--- config.mk ---
export PLATFORM = sky130hd
export DESIGN_NAME = irq_capture_4_flat
export DESIGN_NICKNAME = d
export VERILOG_FILES = /design/src/rtl/irq_capture_4_pkg.sv /design/src/rtl/irq_capture_4_if.sv /design/src/rtl/irq_capture_4_pri_enc.sv /design/src/rtl/irq_capture_4.sv /design/src/flat_wrapper.sv
export SDC_FILE = /design/constraint.sdc
export NUM_CORES = 1
export LEC_CHECK = 0
export BUFFER_PORTS_ARGS = -buffer_cell sky130_fd_sc_hd__buf_2
export CAP_MARGIN = 20
export CORE_MARGIN = 5
export CORE_UTILIZATION = 45
export CTS_BUF_LIST = sky130_fd_sc_hd__clkbuf_2 sky130_fd_sc_hd__clkbuf_4 sky130_fd_sc_hd__clkbuf_8
export DETAILED_ROUTE_END_ITERATION = 8
export GPL_ROUTABILITY_DRIVEN = 1
export PLACE_DENSITY_LB_ADDON = 0.12
export SLEW_MARGIN = 20
export SYNTH_ARGS = -nofsm -noshare
export SYNTH_HDL_FRONTEND = slang
export SYNTH_SLANG_ARGS = --single-unit
--- constraint.sdc ---
create_clock -name clk -period 1.51 [get_ports clk]
set_input_delay 0.0755 -clock clk [delete_from_list [all_inputs] [get_ports clk]]
set_output_delay 0.0755 -clock clk [all_outputs]
set_load 0.05 [all_outputs]
--- src/rtl/irq_capture_4_pkg.sv ---
// Shared constants and types for irq_capture_4.
// Optional feature macro: IRQ_SYNC_EN (two-flop input synchronizer).
package irq_capture_4_pkg;
  localparam int NUM_REQ = 4;
  localparam int IDX_W   = 2;

  typedef enum logic {
    IDLE = 1'b0,
    BUSY = 1'b1
  } state_t;

  // Edges after reset during which the edge detector is disarmed, so a line
  // held high through reset (and its trip through the synchronizer) never
  // looks like a fresh 0->1 transition.
`ifdef IRQ_SYNC_EN
  localparam int ARM_N = 3;
`else
  localparam int ARM_N = 1;
`endif

  function automatic logic [NUM_REQ-1:0] idx_onehot(input logic [IDX_W-1:0] i);
    return NUM_REQ'(1) << i;
  endfunction
endpackage

--- src/rtl/irq_capture_4_if.sv ---
// Request/mask/dispatch bundle for irq_capture_4.
// master = request source + consumer side, slave = the capture block.
interface irq_capture_4_if;
  import irq_capture_4_pkg::*;
  logic               d0, d1, d2, d3;
  logic               mask_we;
  logic [NUM_REQ-1:0] mask_in;
  logic               ack;
  logic               valid;
  logic               q0, q1;
  logic [NUM_REQ-1:0] pending;
  logic [NUM_REQ-1:0] ovr;

  modport master (output d0, d1, d2, d3, mask_we, mask_in, ack,
                  input  valid, q0, q1, pending, ovr);
  modport slave  (input  d0, d1, d2, d3, mask_we, mask_in, ack,
                  output valid, q0, q1, pending, ovr);
endinterface

--- src/rtl/irq_capture_4_pri_enc.sv ---
// pri_enc_4to2: combinational 4-to-2 priority encoder, d3 highest.
// All-zero input encodes as 00; the caller qualifies with its own valid.
module pri_enc_4to2 (
  input  logic d0,
  input  logic d1,
  input  logic d2,
  input  logic d3,
  output logic q0,
  output logic q1
);
  logic unused_d0;
  assign unused_d0 = d0;  // lowest priority maps to 00, so d0 never drives a bit
  assign q1 = d3 | d2;
  assign q0 = d3 | (~d2 & d1);
endmodule

--- src/rtl/irq_capture_4.sv ---
// irq_capture_4: rising-edge capture of four request lines into sticky
// pending bits, masked priority dispatch over a valid/ack handshake, and
// per-line overrun tracking.
// Optional feature macro: IRQ_SYNC_EN (two-flop synchronizer on each line).
module irq_capture_4
  import irq_capture_4_pkg::*;
#(
  parameter logic [NUM_REQ-1:0] MASK_RST = 4'b1111
) (
  input logic           clk,
  input logic           rst_n,
  irq_capture_4_if.slave bus
);
  logic [NUM_REQ-1:0] d_raw, d_src, prev, rise, clr, eff, mask, pend_q, ovr_q;
  logic [ARM_N-1:0]   arm;
  logic [IDX_W-1:0]   idx_q, idx_d, enc_idx;
  logic               enc_q0, enc_q1, ack_clr;
  state_t             state_q, state_d;

  assign d_raw = {bus.d3, bus.d2, bus.d1, bus.d0};

`ifdef IRQ_SYNC_EN
  logic [NUM_REQ-1:0] sync1, sync2;
  // Two-flop synchronizer ahead of edge detection.
  always_ff @(posedge clk or negedge rst_n)
    if (!rst_n) begin
      sync1 <= '0;
      sync2 <= '0;
    end else begin
      sync1 <= d_raw;
      sync2 <= sync1;
    end
  assign d_src = sync2;
`else
  assign d_src = d_raw;
`endif

  // Previous-sample register plus post-reset arming delay.
  always_ff @(posedge clk or negedge rst_n)
    if (!rst_n) begin
      prev <= '0;
      arm  <= '0;
    end else begin
      prev <= d_src;
      arm  <= (arm << 1) | ARM_N'(1);
    end

  assign rise = d_src & ~prev & {NUM_REQ{arm[ARM_N-1]}};
  assign eff  = pend_q & mask;

  pri_enc_4to2 u_enc (eff[0], eff[1], eff[2], eff[3], enc_q0, enc_q1);
  assign enc_idx = {enc_q1, enc_q0};

  // Mask register.
  always_ff @(posedge clk or negedge rst_n)
    if (!rst_n)           mask <= MASK_RST;
    else if (bus.mask_we) mask <= bus.mask_in;

  // Dispatch FSM state and latched index.
  always_ff @(posedge clk or negedge rst_n)
    if (!rst_n) begin
      state_q <= IDLE;
      idx_q   <= '0;
    end else begin
      state_q <= state_d;
      idx_q   <= idx_d;
    end

  // Next state: idx frozen while BUSY; ack outside BUSY is ignored.
  always_comb begin
    state_d = state_q;
    idx_d   = idx_q;
    ack_clr = 1'b0;
    case (state_q)
      IDLE: if (eff != '0) begin
        state_d = BUSY;
        idx_d   = enc_idx;
      end
      BUSY: if (bus.ack) begin
        state_d = IDLE;
        ack_clr = 1'b1;
      end
      default: state_d = IDLE;
    endcase
  end

  assign clr = ack_clr ? idx_onehot(idx_q) : '0;

  // Pending/overrun: a rise beats an ack clear for pending (event kept),
  // while the clear always wins for ovr on the acked line.
  always_ff @(posedge clk or negedge rst_n)
    if (!rst_n) begin
      pend_q <= '0;
      ovr_q  <= '0;
    end else begin
      pend_q <= (pend_q & ~clr) | rise;
      ovr_q  <= (ovr_q | (rise & pend_q)) & ~clr;
    end

  assign bus.valid   = (state_q == BUSY);
  assign bus.q0      = idx_q[0];
  assign bus.q1      = idx_q[1];
  assign bus.pending = pend_q;
  assign bus.ovr     = ovr_q;
endmodule

--- src/flat_wrapper.sv ---
// flat-port wrapper written by rule: the top's interface ports become plain ports
module irq_capture_4_flat import irq_capture_4_pkg::*;
#(
  parameter logic [NUM_REQ-1:0] MASK_RST = 4'b1111
)
  (clk, rst_n, bus_d0, bus_d1, bus_d2, bus_d3, bus_mask_we, bus_mask_in, bus_ack, bus_valid, bus_q0, bus_q1, bus_pending, bus_ovr);
  irq_capture_4_if bus_i ();
  input logic clk;
  input logic rst_n;
  input wire logic [$bits(bus_i.d0)-1:0] bus_d0;
  input wire logic [$bits(bus_i.d1)-1:0] bus_d1;
  input wire logic [$bits(bus_i.d2)-1:0] bus_d2;
  input wire logic [$bits(bus_i.d3)-1:0] bus_d3;
  input wire logic [$bits(bus_i.mask_we)-1:0] bus_mask_we;
  input wire logic [$bits(bus_i.mask_in)-1:0] bus_mask_in;
  input wire logic [$bits(bus_i.ack)-1:0] bus_ack;
  output wire logic [$bits(bus_i.valid)-1:0] bus_valid;
  output wire logic [$bits(bus_i.q0)-1:0] bus_q0;
  output wire logic [$bits(bus_i.q1)-1:0] bus_q1;
  output wire logic [$bits(bus_i.pending)-1:0] bus_pending;
  output wire logic [$bits(bus_i.ovr)-1:0] bus_ovr;
  assign bus_i.d0 = bus_d0;
  assign bus_i.d1 = bus_d1;
  assign bus_i.d2 = bus_d2;
  assign bus_i.d3 = bus_d3;
  assign bus_i.mask_we = bus_mask_we;
  assign bus_i.mask_in = bus_mask_in;
  assign bus_i.ack = bus_ack;
  assign bus_valid = bus_i.valid;
  assign bus_q0 = bus_i.q0;
  assign bus_q1 = bus_i.q1;
  assign bus_pending = bus_i.pending;
  assign bus_ovr = bus_i.ovr;
  irq_capture_4 #(.MASK_RST(MASK_RST)) u_core (.clk(clk), .rst_n(rst_n), .bus(bus_i));
endmodule
==> metrics.md, run 1 <==
| Metric | Value |
|---|---|
| Hold/Removal Path Class | `in2reg` |
| Post-route ant nets | `0` |
| Num CTS Buffers | `3` |
| Final min period | `1.23 ns` |
| Final TNS setup | `0 ns` |
| DRT iter0 DRCs | `11` |
| Post-synthesis sequential area ratio | `0.633` |
| Post-synth top area share | `0.502` |
| Peak VDD IR | `0.998 mV` |
| Post-DP HPWL | `1120 um` |
| Sequential group share of total power | `0.416` |
| Synthesized flop and latch total | `20` |
| TritonCTS Sinks | `20` |
| Worst endpoint required time | `1.43 ns` |
| Clk network pwr share | `0.143` |
| Sw Ratio | `0.477` |
| Run status | `completed` |
| Post-Place Cells | `111` |
| Worst setup margin | `0.276 ns` |
| Via count | `583` |
| Worst path top cell family by delay | `flip-flops` |
| CTS tree | `done` |
| Cell Count, Final, Fillers Out | `122` |
| CTS H-Tree Depth | `1` |
| CTS resizes | `0` |
| First drt pass iteration count | `4` |
| Slew Viols, Final | `0` |
| Final Cycle Share | `0.817` |
| Synth cell count leaders | `dfrtp_1, nand2_1` |
| Hold Startpoint | `bus_mask_in[3]` |
| Gr ovfl total | `0` |
| Synth Area per Inst | `12.1 um^2` |
| Largest fanout on the critical path | `11` |
| Area growth from synthesis to layout | `28.7%` |
| Critical Path Sink Type | `output pin` |
| Horiz. Die Dim | `52.1 um` |
| Die height | `52.1 um` |
| Main flop type after synthesis | `dfrtp_1` |
| Final setup fails | `0` |
| Power per cell area | `2060 nW/um^2` |
| Worst EP arrival | `1.16 ns` |
| Clk root buf | `clkbuf_4` |
| Port bufs | `22` |
| Internal power | `1110 uW` |
| Net Sw Power | `1010 uW` |
| Layout cell share with drive strength beyond 1 | `0.351` |
| Worst-path clk slew | `0.11 ns` |
| Reg-to-Reg End | `u_core.idx_q[0]` |
| Syn Std Cell Area | `798 um^2` |
| CP max-delay cell | `dfrtp_1` |
| Place WS | `0.379 ns` |
| Worst Hold Path Cells | `2` |
| Maxcap violations | `0` |
| Routed wire per std cell | `12.5 um` |
| Core region area | `1710 um^2` |
| WP buf/inv | `1` |
| Cell taking the most area after synthesis | `dfrtp_1` |
| Fmax | `0.810 GHz` |
| Worst-case hold path end point | `u_core.mask[3]` |
| Starting density of the core | `0.467` |
| Worst-Skew Late Latency | `0.29 ns` |
| Worst r2r src | `u_core.mask[0]` |
| Io pins | `23` |
| Total power | `2120 uW` |
| Gr usage total | `0.127` |
| CP cell instances | `buf_2` |
| FF-to-FF path depth | `3` |
| Clk buf depth | `2` |
| Via-per-instance ratio | `4.78` |
| Critical path's largest stage delay | `0.54 ns` |
| Number of nets in the layout | `110` |
| Leak | `0.000485 uW` |
| Yosys warning count | `0` |
| Setup Skew | `0.00598 ns` |
| Post-Syn Instances | `66` |
| Comb power frac | `0.441` |
| First-pass GRT wire length | `2580 um` |
| Vias in the first global route | `575` |
| Final GP Congestion | `0.686` |
| Synth unique cells | `23` |
| Final Hold Viols | `0` |
| Initial antenna violation count | `0` |
| Worst R2R Setup Slack | `0.37 ns` |
| Startpoint Class | `flop` |
| Rows | `15` |
| EDFF count, synth | `0` |
| Synth Net Count | `78` |
| Post-synth ARST share | `1.00` |
| Pin count of the biggest net entering global routing | `21` |
| RSZ-0062 raised after global routing | `false` |
| Count leader, synth | `dfrtp_1` |
| Ant. Diodes | `0` |
| Drt total wl | `1530 um` |
| DRC viols | `0` |
| Die Area | `2720 um^2` |
| WS Path Type | `reg2out` |
| Top post-synthesis cells by area | `dfrtp_1, dfstp_2, mux2_2, nand2_1, nand3b_1` |
==> stage by stage <==
stage | area (um^2) | hold slack [ns] | utilization
after floorplan | 798 | -0.220 | -
after global placement | 921 | 0.0428 | 0.539
after detailed placement | 921 | 0.0469 | 0.539
after CTS | 1010 | 0.00313 | 0.590
after global routing | 1030 | 0.00625 | 0.601
final | 1030 | 0.0115 | 0.601
==> final cells by class <==
type / count / area [um^2]
multi-input cells: 40 / 259
flip-flops and latches: 20 / 505
well taps: 25 / 31.3
fillers: 152 / 681
repair buffers: 29 / 180
inverters: 4 / 15.0
clock buffers: 4 / 36.3
==> layout by cell type (no fill, tap or decap) <==
master | Yosys | routed
nand2_1 | 9 | 9
a41o_1 | 1 | 1
clkbuf_8 | 0 | 1
o2bb2ai_1 | 1 | 1
nand4_1 | 1 | 1
a32o_1 | 1 | 1
dfrtp_1 | 16 | 16
a22oi_1 | 2 | 2
buf_2 | 0 | 22
nor2_1 | 4 | 4
o21a_1 | 1 | 1
inv_1 | 4 | 4
conb_1 | 1 | 1
clkbuf_4 | 0 | 3
nand3_1 | 2 | 2
nand3b_1 | 3 | 3
dlygate4sd3_1 | 0 | 7
o32a_1 | 1 | 1
a221o_1 | 1 | 1
o22a_1 | 2 | 2
mux2_2 | 4 | 4
o31ai_1 | 1 | 1
o21ai_0 | 4 | 4
dfstp_2 | 4 | 4
and2_1 | 1 | 1
==> worst reg2reg max path: cells and delay by family, from the launching register on <==
family | cells | cell delay [ns]
flip-flops | 1 | 0.55
AO/OA/AOI/OAI | 2 | 0.43
AND/OR/NAND/NOR | 1 | 0.05
==> cell families after synthesis <==
logic type | Yosys count | synth area share
compound gates | 15 | 0.146
simple gates | 20 | 0.118
other cells | 1 | 0.00470
flops | 20 | 0.633
mux | 4 | 0.0564
buf+inv | 6 | 0.0423
==> flip-flops by register name (all words and copies together), names as in the netlist <==
name                cells
u_core.bus.pending      4
u_core.bus.valid        1
u_core.arm              1
u_core.prev             4
u_core.idx_q            2
u_core.bus.ovr          4
u_core.mask             4
==> power groups by stage <==
stage	combinational, uW	clock (uW)	sequential [uW]
floorplan	292	0	1310
global placement	916	0	887
detailed placement	927	0	897
CTS	939	315	886
global route	992	338	918
finish	933	302	880
==> layer usage <==
metal | vias up | wire, um | track usage
li1 | 292 | - | -
met1 | 274 | 769 | 0.178
met2 | 15 | 646 | 0.184
met3 | 2 | 102 | 0.0401
met4 | 0 | 9 | 0.0393
met5 | - | 0 | 0
==> worst max-delay path by stage <==
stage                     startpoint              end  slack, ns  depth (start not counted)
finish              u_core.bus.valid        bus_valid       0.28                          1
global route        u_core.bus.valid        bus_valid       0.20                          1
CTS                 u_core.bus.valid        bus_valid       0.26                          1
detailed placement    u_core.mask[0]  u_core.idx_q[0]       0.38                          3
global placement      u_core.mask[0]  u_core.idx_q[0]       0.40                          3
floorplan           u_core.bus.valid  u_core.idx_q[0]       0.19                          3
==> what timing repair did <==
action,CTS,global route
setup endpoints to repair,0,0
buffers inserted,0,0
endpoints found under the hold margin,20,2
hold buffers,5,2
(Power assumes the default switching activity.)
==> run 2: changes to the inputs <==
ABC_AREA = 1   (was unset)
clock period = 1.05 ns   (was 1.51 ns; I/O delays follow)
==> run 2 against run 1 <==
Setup slack got worse by 0.24 ns. Clock-buffer cell count is the same. Die area is 0.13% higher. Design area up 7.1%. Sequential share of layout area is 2.5 points lower. Register-to-register slack lost 0.30 ns. Non-clock buffer count up 3. Via count up 11%. Combinational power up 65%. Sequential power rose by 41%. Critical path depth stayed put. Global-route usage grew 0.60 points. Critical path type unchanged.
==> metrics.md, run 2 <==
| Metric | Value |
|---|---|
| Most common cell after layout, fill and taps aside | `buf_2` |
| Port bufs | `22 (unchanged)` |
| Drt total wl | `1590 um (+4.2%)` |
| Starting density of the core | `0.468 (+0.000732)` |
| CP startpoint | `u_core.bus.pending[3]` |
| Internal power | `1640 uW (+48%)` |
| Worst r2r src | `u_core.mask[3]` |
| Slew Viols, Final | `0 (unchanged)` |
| Io pins | `23 (unchanged)` |
| CP cell instances | `buf_2` |
| Final min period | `1.01 ns` |
| Stages on worst setup path | `1 (unchanged)` |
| Synth unique cells | `15 (-35%)` |
| Post-route ant nets | `0 (unchanged)` |
| Setup Skew | `0.0104 ns (+0.00442 ns)` |
| Setup crit end | `bus_pending[3]` |
| Power per cell area | `2890 nW/um^2 (+40%)` |
| Post-Syn Instances | `79 (+20%)` |
| Initial antenna violation count | `0 (unchanged)` |
| Number of nets in the layout | `127 (+15%)` |
| Vias in the first global route | `638 (+11%)` |
| Largest fanout on the critical path | `4 (-7)` |
| Num CTS Buffers | `3 (unchanged)` |
| Horiz. Die Dim | `52.2 um (about the same)` |
| Startpoint Class | `flop` |
| Via count | `646 (+11%)` |
| Critical path's largest stage delay | `0.40 ns (-0.14 ns)` |
| Clk buf depth | `2 (unchanged)` |
| Synth cell count leaders | `dfrtp_1, inv_1, nand2_1, nand3_1` |
| Final Cycle Share | `0.963` |
| Maxcap violations | `0 (unchanged)` |
| DRC viols | `0 (unchanged)` |
| Rows | `15 (unchanged)` |
| Area growth from synthesis to layout | `37.6%` |
| Clk network pwr share | `0.126 (-0.017)` |
| Worst-Skew Late Latency | `0.30 ns (about the same)` |
| Post-DP HPWL | `1210 um (+7.4%)` |
| Count leader, synth | `dfrtp_1` |
| CP max-delay cell | `dfrtp_2` |
| Syn Std Cell Area | `800 um^2 (+0.16%)` |
| CTS tree | `done` |
| Post-CTS setup repair buffer count | `0 (unchanged)` |
| Synth Net Count | `91 (+17%)` |
| Gr usage total | `0.133 (+0.00598)` |
| Main flop type after synthesis | `dfrtp_1` |
| Most frequent cells in the layout | `buf_2, inv_1, nand2_1, dlygate4sd3_1, dfrtp_1` |
| Die height | `52.2 um (about the same)` |
| Worst R2R Setup Slack | `0.07 ns (-0.30 ns)` |
| Leak | `0.000552 uW (+14%)` |
| Worst-path clk slew | `0.11 ns (about the same)` |
| Post-Place Cell Area | `945 um^2 (+2.6%)` |
| Yosys warning count | `0 (unchanged)` |
| WS Path Type | `reg2out` |
| Final setup fails | `0 (unchanged)` |
| Peak VDD IR | `1.42 mV (+42%)` |
| Synth Area per Inst | `10.1 um^2 (-16%)` |
| CTS H-Tree Depth | `1 (unchanged)` |
| Fmax | `0.989 GHz` |
| Hold/Removal Path Class | `in2reg` |
| FF-to-FF path depth | `5 (+2)` |
| Gr ovfl total | `0 (unchanged)` |
| Post-synth ARST share | `1.00 (unchanged)` |
| First drt pass iteration count | `4 (unchanged)` |
| TritonCTS Sinks | `20 (unchanged)` |
| Worst EP arrival | `0.96 ns (-0.20 ns)` |
| Final GP Congestion | `0.751 (+9.5%)` |
| Worst endpoint required time | `1.00 ns (-0.43 ns)` |
| Routed wire per std cell | `11.4 um (-8.6%)` |
| Post-synth top area share | `0.501 (-0.000785)` |
| Die Area | `2720 um^2 (+0.13%)` |
| Post-synthesis sequential area ratio | `0.632 (-0.000991)` |
| Pin count of the biggest net entering global routing | `21 (unchanged)` |
| Top post-synthesis cells by area | `dfrtp_1, dfstp_2, inv_1, nand2_1, mux2_2` |
| Sequential group share of total power | `0.389 (-0.027)` |
| Via-per-instance ratio | `4.65 (-2.7%)` |
| EDFF count, synth | `0 (unchanged)` |
| Comb power frac | `0.484 (+0.043)` |
| First-pass GRT wire length | `2610 um (+1.1%)` |
| Sw Ratio | `0.485 (+0.00820)` |
| Net Sw Power | `1540 uW (+53%)` |
| Ant. Diodes | `0 (unchanged)` |
| Layout cell share with drive strength beyond 1 | `0.404 (+0.0530)` |
| DRT iter0 DRCs | `15 (+4)` |
| Final Hold Viols | `0 (unchanged)` |
| Run status | `completed` |
| Critical Path Sink Type | `output pin` |
| Worst path top cell family by delay | `flip-flops` |
| Clk root buf | `clkbuf_4` |
| WP buf/inv | `1 (unchanged)` |
| Synthesized flop and latch total | `20 (unchanged)` |
| Cell taking the most area after synthesis | `dfrtp_1` |
| Final Util | `0.644 (+0.0425)` |
| Core region area | `1710 um^2 (unchanged)` |
| Reg-to-Reg End | `u_core.idx_q[0]` |
| Fin area | `1100 um^2 (+7.1%)` |
[run 2: worst min-delay path by stage]
| stage | from | endpoint | slack, ns | depth (start not counted) |
|---|---|---|---|---|
| CTS | bus_mask_we | u_core.mask[1] | 0.05 | 2 |
| global placement | rst_n | u_core.prev[0] | 0.02 | 1 |
| finish | bus_mask_we | u_core.mask[1] | 0.05 | 2 |
| global route | bus_mask_we | u_core.mask[1] | 0.05 | 2 |
| floorplan | rst_n | u_core.arm | -0.24 | 0 |
| detailed placement | rst_n | u_core.prev[0] | 0.02 | 1 |
[run 2: timing repair]
item	4_1_cts	5_1_grt
gates resized for setup	1	12
hold buffers	10	0
hold endpoints to repair	26	0
setup endpoints to repair	1	6
pin swaps	0	1
[run 2: layout make-up]
cell class | count | area, um^2
well taps | 25 | 31.3
fillers | 151 | 608
flip-flops and latches | 20 | 514
inverters | 15 | 56.3
multi-input cells | 43 | 245
clock buffers | 4 | 30.0
repair buffers | 32 | 223
[run 2: logic make-up (layout without fill, tap and decap cells)]
kind of cell / after synthesis / count (layout) / synth area share
AOI/OAI and AO/OA: 9 / 9 / 0.0595
and+or+nand+nor: 29 / 29 / 0.171
muxes: 4 / 4 / 0.0563
other: 1 / 1 / 0.00469
DFF: 20 / 20 / 0.632
buffers and inverters: 16 / 51 / 0.0767
[run 2: metal layers]
layer | vias up | GRT usage | wire [um]
met5 | - | 0 | 0
met4 | 0 | 0.0638 | 40
met3 | 5 | 0.0344 | 87
met2 | 15 | 0.222 | 796
met1 | 301 | 0.158 | 667
li1 | 325 | - | -
[run 2: power by group through the flow]
| stage | registers, uW | clock network (uW) | logic, uW |
|---|---|---|---|
| 2_1_floorplan | 1940 | 0 | 384 |
| 3_3_place_gp | 1240 | 0 | 1430 |
| 3_5_place_dp | 1240 | 0 | 1440 |
| 4_1_cts | 1220 | 413 | 1480 |
| 5_1_grt | 1270 | 447 | 1660 |
| 6_report | 1240 | 400 | 1540 |
[run 2: stage by stage]
stage               power (uW)  setup slack, ns  cells  TNS [ns]  hold slack (ns)
floorplan                 2320         -0.00251     79  -0.00251           -0.243
global placement          2660           0.0877    125         0           0.0200
detailed placement        2680           0.0329    125         0           0.0162
CTS                       3120          0.00312    139         0           0.0478
global route              3380         -0.00913    139   -0.0135           0.0485
finish                    3180           0.0392    139         0           0.0486
==> run 3: changes to the inputs <==
SYNTH_HIERARCHICAL = 1   (was unset)
==> run 3 against run 2 <==
Critical path depth grew 1. Clock power increased by 9.7%. Sequential share of layout area is 3.0 points lower. Via count up 4.8%. Non-clock buffer count is 3 higher. Area after synthesis rose by 4.1%. Worst hold slack better by 0.016 ns. Core utilization increased by 2.9 points. First-iteration DRC count shrank 20%. Power rose by 7.9%. Highest routed layer unchanged. Sequential power about the same. Cell count is 7.9% higher.
==> metrics.md, run 3 <==
| Metric | Value |
|---|---|
| Io pins | `23 (unchanged)` |
| Final min period | `1.04 ns (+0.0335 ns)` |
| Worst setup margin | `0.00576 ns (-0.0335 ns)` |
| Clk root buf | `clkbuf_4` |
| Setup Skew | `0.00394 ns (-0.00647 ns)` |
| Starting density of the core | `0.477 (+0.00857)` |
| Worst EP arrival | `0.99 ns (+0.03 ns)` |
| Area taken by multi-input logic gates | `251 um^2 (+2.6%)` |
| Vias in the first global route | `614 (-3.8%)` |
| Post-route ant nets | `0 (unchanged)` |
| Drt total wl | `1640 um (+3.0%)` |
| Routed wire per std cell | `10.9 um (-4.6%)` |
| CP max-delay cell | `dfrtp_2` |
| Worst-path clk slew | `0.11 ns (about the same)` |
| Horiz. Die Dim | `53 um (+1.6%)` |
| Slew Viols, Final | `0 (unchanged)` |
| First-pass GRT wire length | `2730 um (+4.8%)` |
| Die Area | `2810 um^2 (+3.3%)` |
| Via count | `677 (+4.8%)` |
| Pin count of the biggest net entering global routing | `21 (unchanged)` |
| RSZ-0062 raised after global routing | `true` |
| Port bufs | `22 (unchanged)` |
| Area growth from synthesis to layout | `41.2%` |
| Num CTS Buffers | `3 (unchanged)` |
| Via-per-instance ratio | `4.51 (-2.9%)` |
| Syn Std Cell Area | `832 um^2 (+4.1%)` |
| Largest fanout on the critical path | `2 (-2)` |
| CTS H-Tree Depth | `1 (unchanged)` |
| Final setup fails | `0 (unchanged)` |
| Die height | `53 um (+1.6%)` |
| Fin area | `1170 um^2 (+6.8%)` |
| CP cell instances | `buf_6 -> buf_8` |
| TritonCTS Sinks | `20 (unchanged)` |
| Synth Area per Inst | `9.56 um^2 (-5.5%)` |
| Rows | `15 (unchanged)` |
| Leak | `0.000610 uW (+10%)` |
| Startpoint Class | `flop` |
| Yosys warning count | `6 (+6)` |
| Number of nets in the layout | `138 (+8.7%)` |
| Critical Path Sink Type | `output pin` |
| Power per cell area | `2920 nW/um^2 (+1.0%)` |
| Fmax | `0.958 GHz (-3.2%)` |
| Hold/Removal Path Class | `in2reg` |
| Maxcap violations | `0 (unchanged)` |
| Storage element area | `514 um^2 (unchanged)` |
| Fillers | `144 (-4.6%)` |
| CTS tree | `done` |
| DRC viols | `0 (unchanged)` |
| Worst-Skew Late Latency | `0.29 ns (about the same)` |
| Final GP Congestion | `0.827 (+10%)` |
| Run status | `completed` |
| First drt pass iteration count | `4 (unchanged)` |
| Layout cell share with drive strength beyond 1 | `0.416 (+0.0125)` |
| Final Cycle Share | `0.995 (+0.0319)` |
| Gr usage total | `0.137 (+0.00407)` |
| Most frequent cells in the layout | `inv_1, buf_2, dlygate4sd3_1, nand2_1, dfrtp_1` |
| Most common cell after layout, fill and taps aside | `inv_1` |
| Post-Place Cell Area | `985 um^2 (+4.2%)` |
| Place WS | `0.0444 ns (+0.0115 ns)` |
| Post-Place Cells | `134 (+7.2%)` |
| Ant. Diodes | `0 (unchanged)` |
| WS Path Type | `reg2out` |
| Worst endpoint required time | `1.00 ns (about the same)` |
| Gr ovfl total | `0 (unchanged)` |
| Initial antenna violation count | `0 (unchanged)` |
| Cell Count, Final, Fillers Out | `150 (+7.9%)` |
| Post-DP HPWL | `1180 um (-2.1%)` |
| Worst R2R Setup Slack | `0.03 ns (-0.04 ns)` |
| Hold Slack | `0.0643 ns (+0.0157 ns)` |
| Core region area | `1750 um^2 (+2.2%)` |
| Final Hold Viols | `0 (unchanged)` |
| Clk buf depth | `2 (unchanged)` |
| Synth Net Count | `99 (+8.8%)` |
| Peak VDD IR | `2.14 mV (+51%)` |
| Post-Syn Instances | `87 (+10%)` |
| DRT iter0 DRCs | `12 (-3)` |
| Critical path's largest stage delay | `0.44 ns (+0.04 ns)` |
## run 3: path summary, 6_finish.rpt
path,start,to,depth (start not counted)
min,bus_mask_we,u_core/mask[2],2
min in group asynchronous,rst_n,u_core/bus.ovr[3],2
max,u_core/bus.pending[2],bus_pending[2],2
max in group asynchronous,rst_n,u_core/mask[1],2
max reg2reg,u_core/mask[2],u_core/idx_q[0],7
min reg2reg,u_core/bus.ovr[0],u_core/bus.ovr[0],2
## run 3: worst max-delay path, delay by kind of cell, from the launching register on
family	cells	cell delay, ns
buf+inv	2	0.26
flops	1	0.44
## run 3: routing by layer
| layer | vias up | track usage | share of wire |
|---|---|---|---|
| li1 | 348 | - | - |
| met1 | 304 | 0.176 | 0.44 |
| met2 | 23 | 0.217 | 0.49 |
| met3 | 2 | 0.0310 | 0.063 |
| met4 | 0 | 0.0638 | 0.0085 |
| met5 | - | 0 | 0 |
## run 3: final cells by class
type / instances / share of cell area
Clock buffer: 4 / 0.0309
Inverter: 22 / 0.0703
Multi-Input combinational cell: 44 / 0.214
Sequential cell: 20 / 0.438
Tap cell: 25 / 0.0266
Timing Repair Buffer: 35 / 0.220
## run 3: stage by stage
step	util	TNS [ns]	power [uW]
after floorplan	-	-0.000539	2380
after global placement	0.564	0	2750
after detailed placement	0.564	0	2780
after CTS	0.650	0	3310
after global routing	0.673	-0.0807	3670
final	0.673	0	3430
## run 3: repair_timing
item | CTS | global route
resized for setup | 4 | 15
setup endpoints to repair | 1 | 9
pin swaps | 0 | 2
endpoints found under the hold margin | 25 | 0
buffers inserted | 0 | 2
hold buffers | 10 | 0
## run 3: power breakdown
group / switching [uW] / total [uW] / internal (uW)
Combinational: 1210 / 1760 / 553
Sequential: 186 / 1230 / 1040
Clock: 228 / 439 / 211
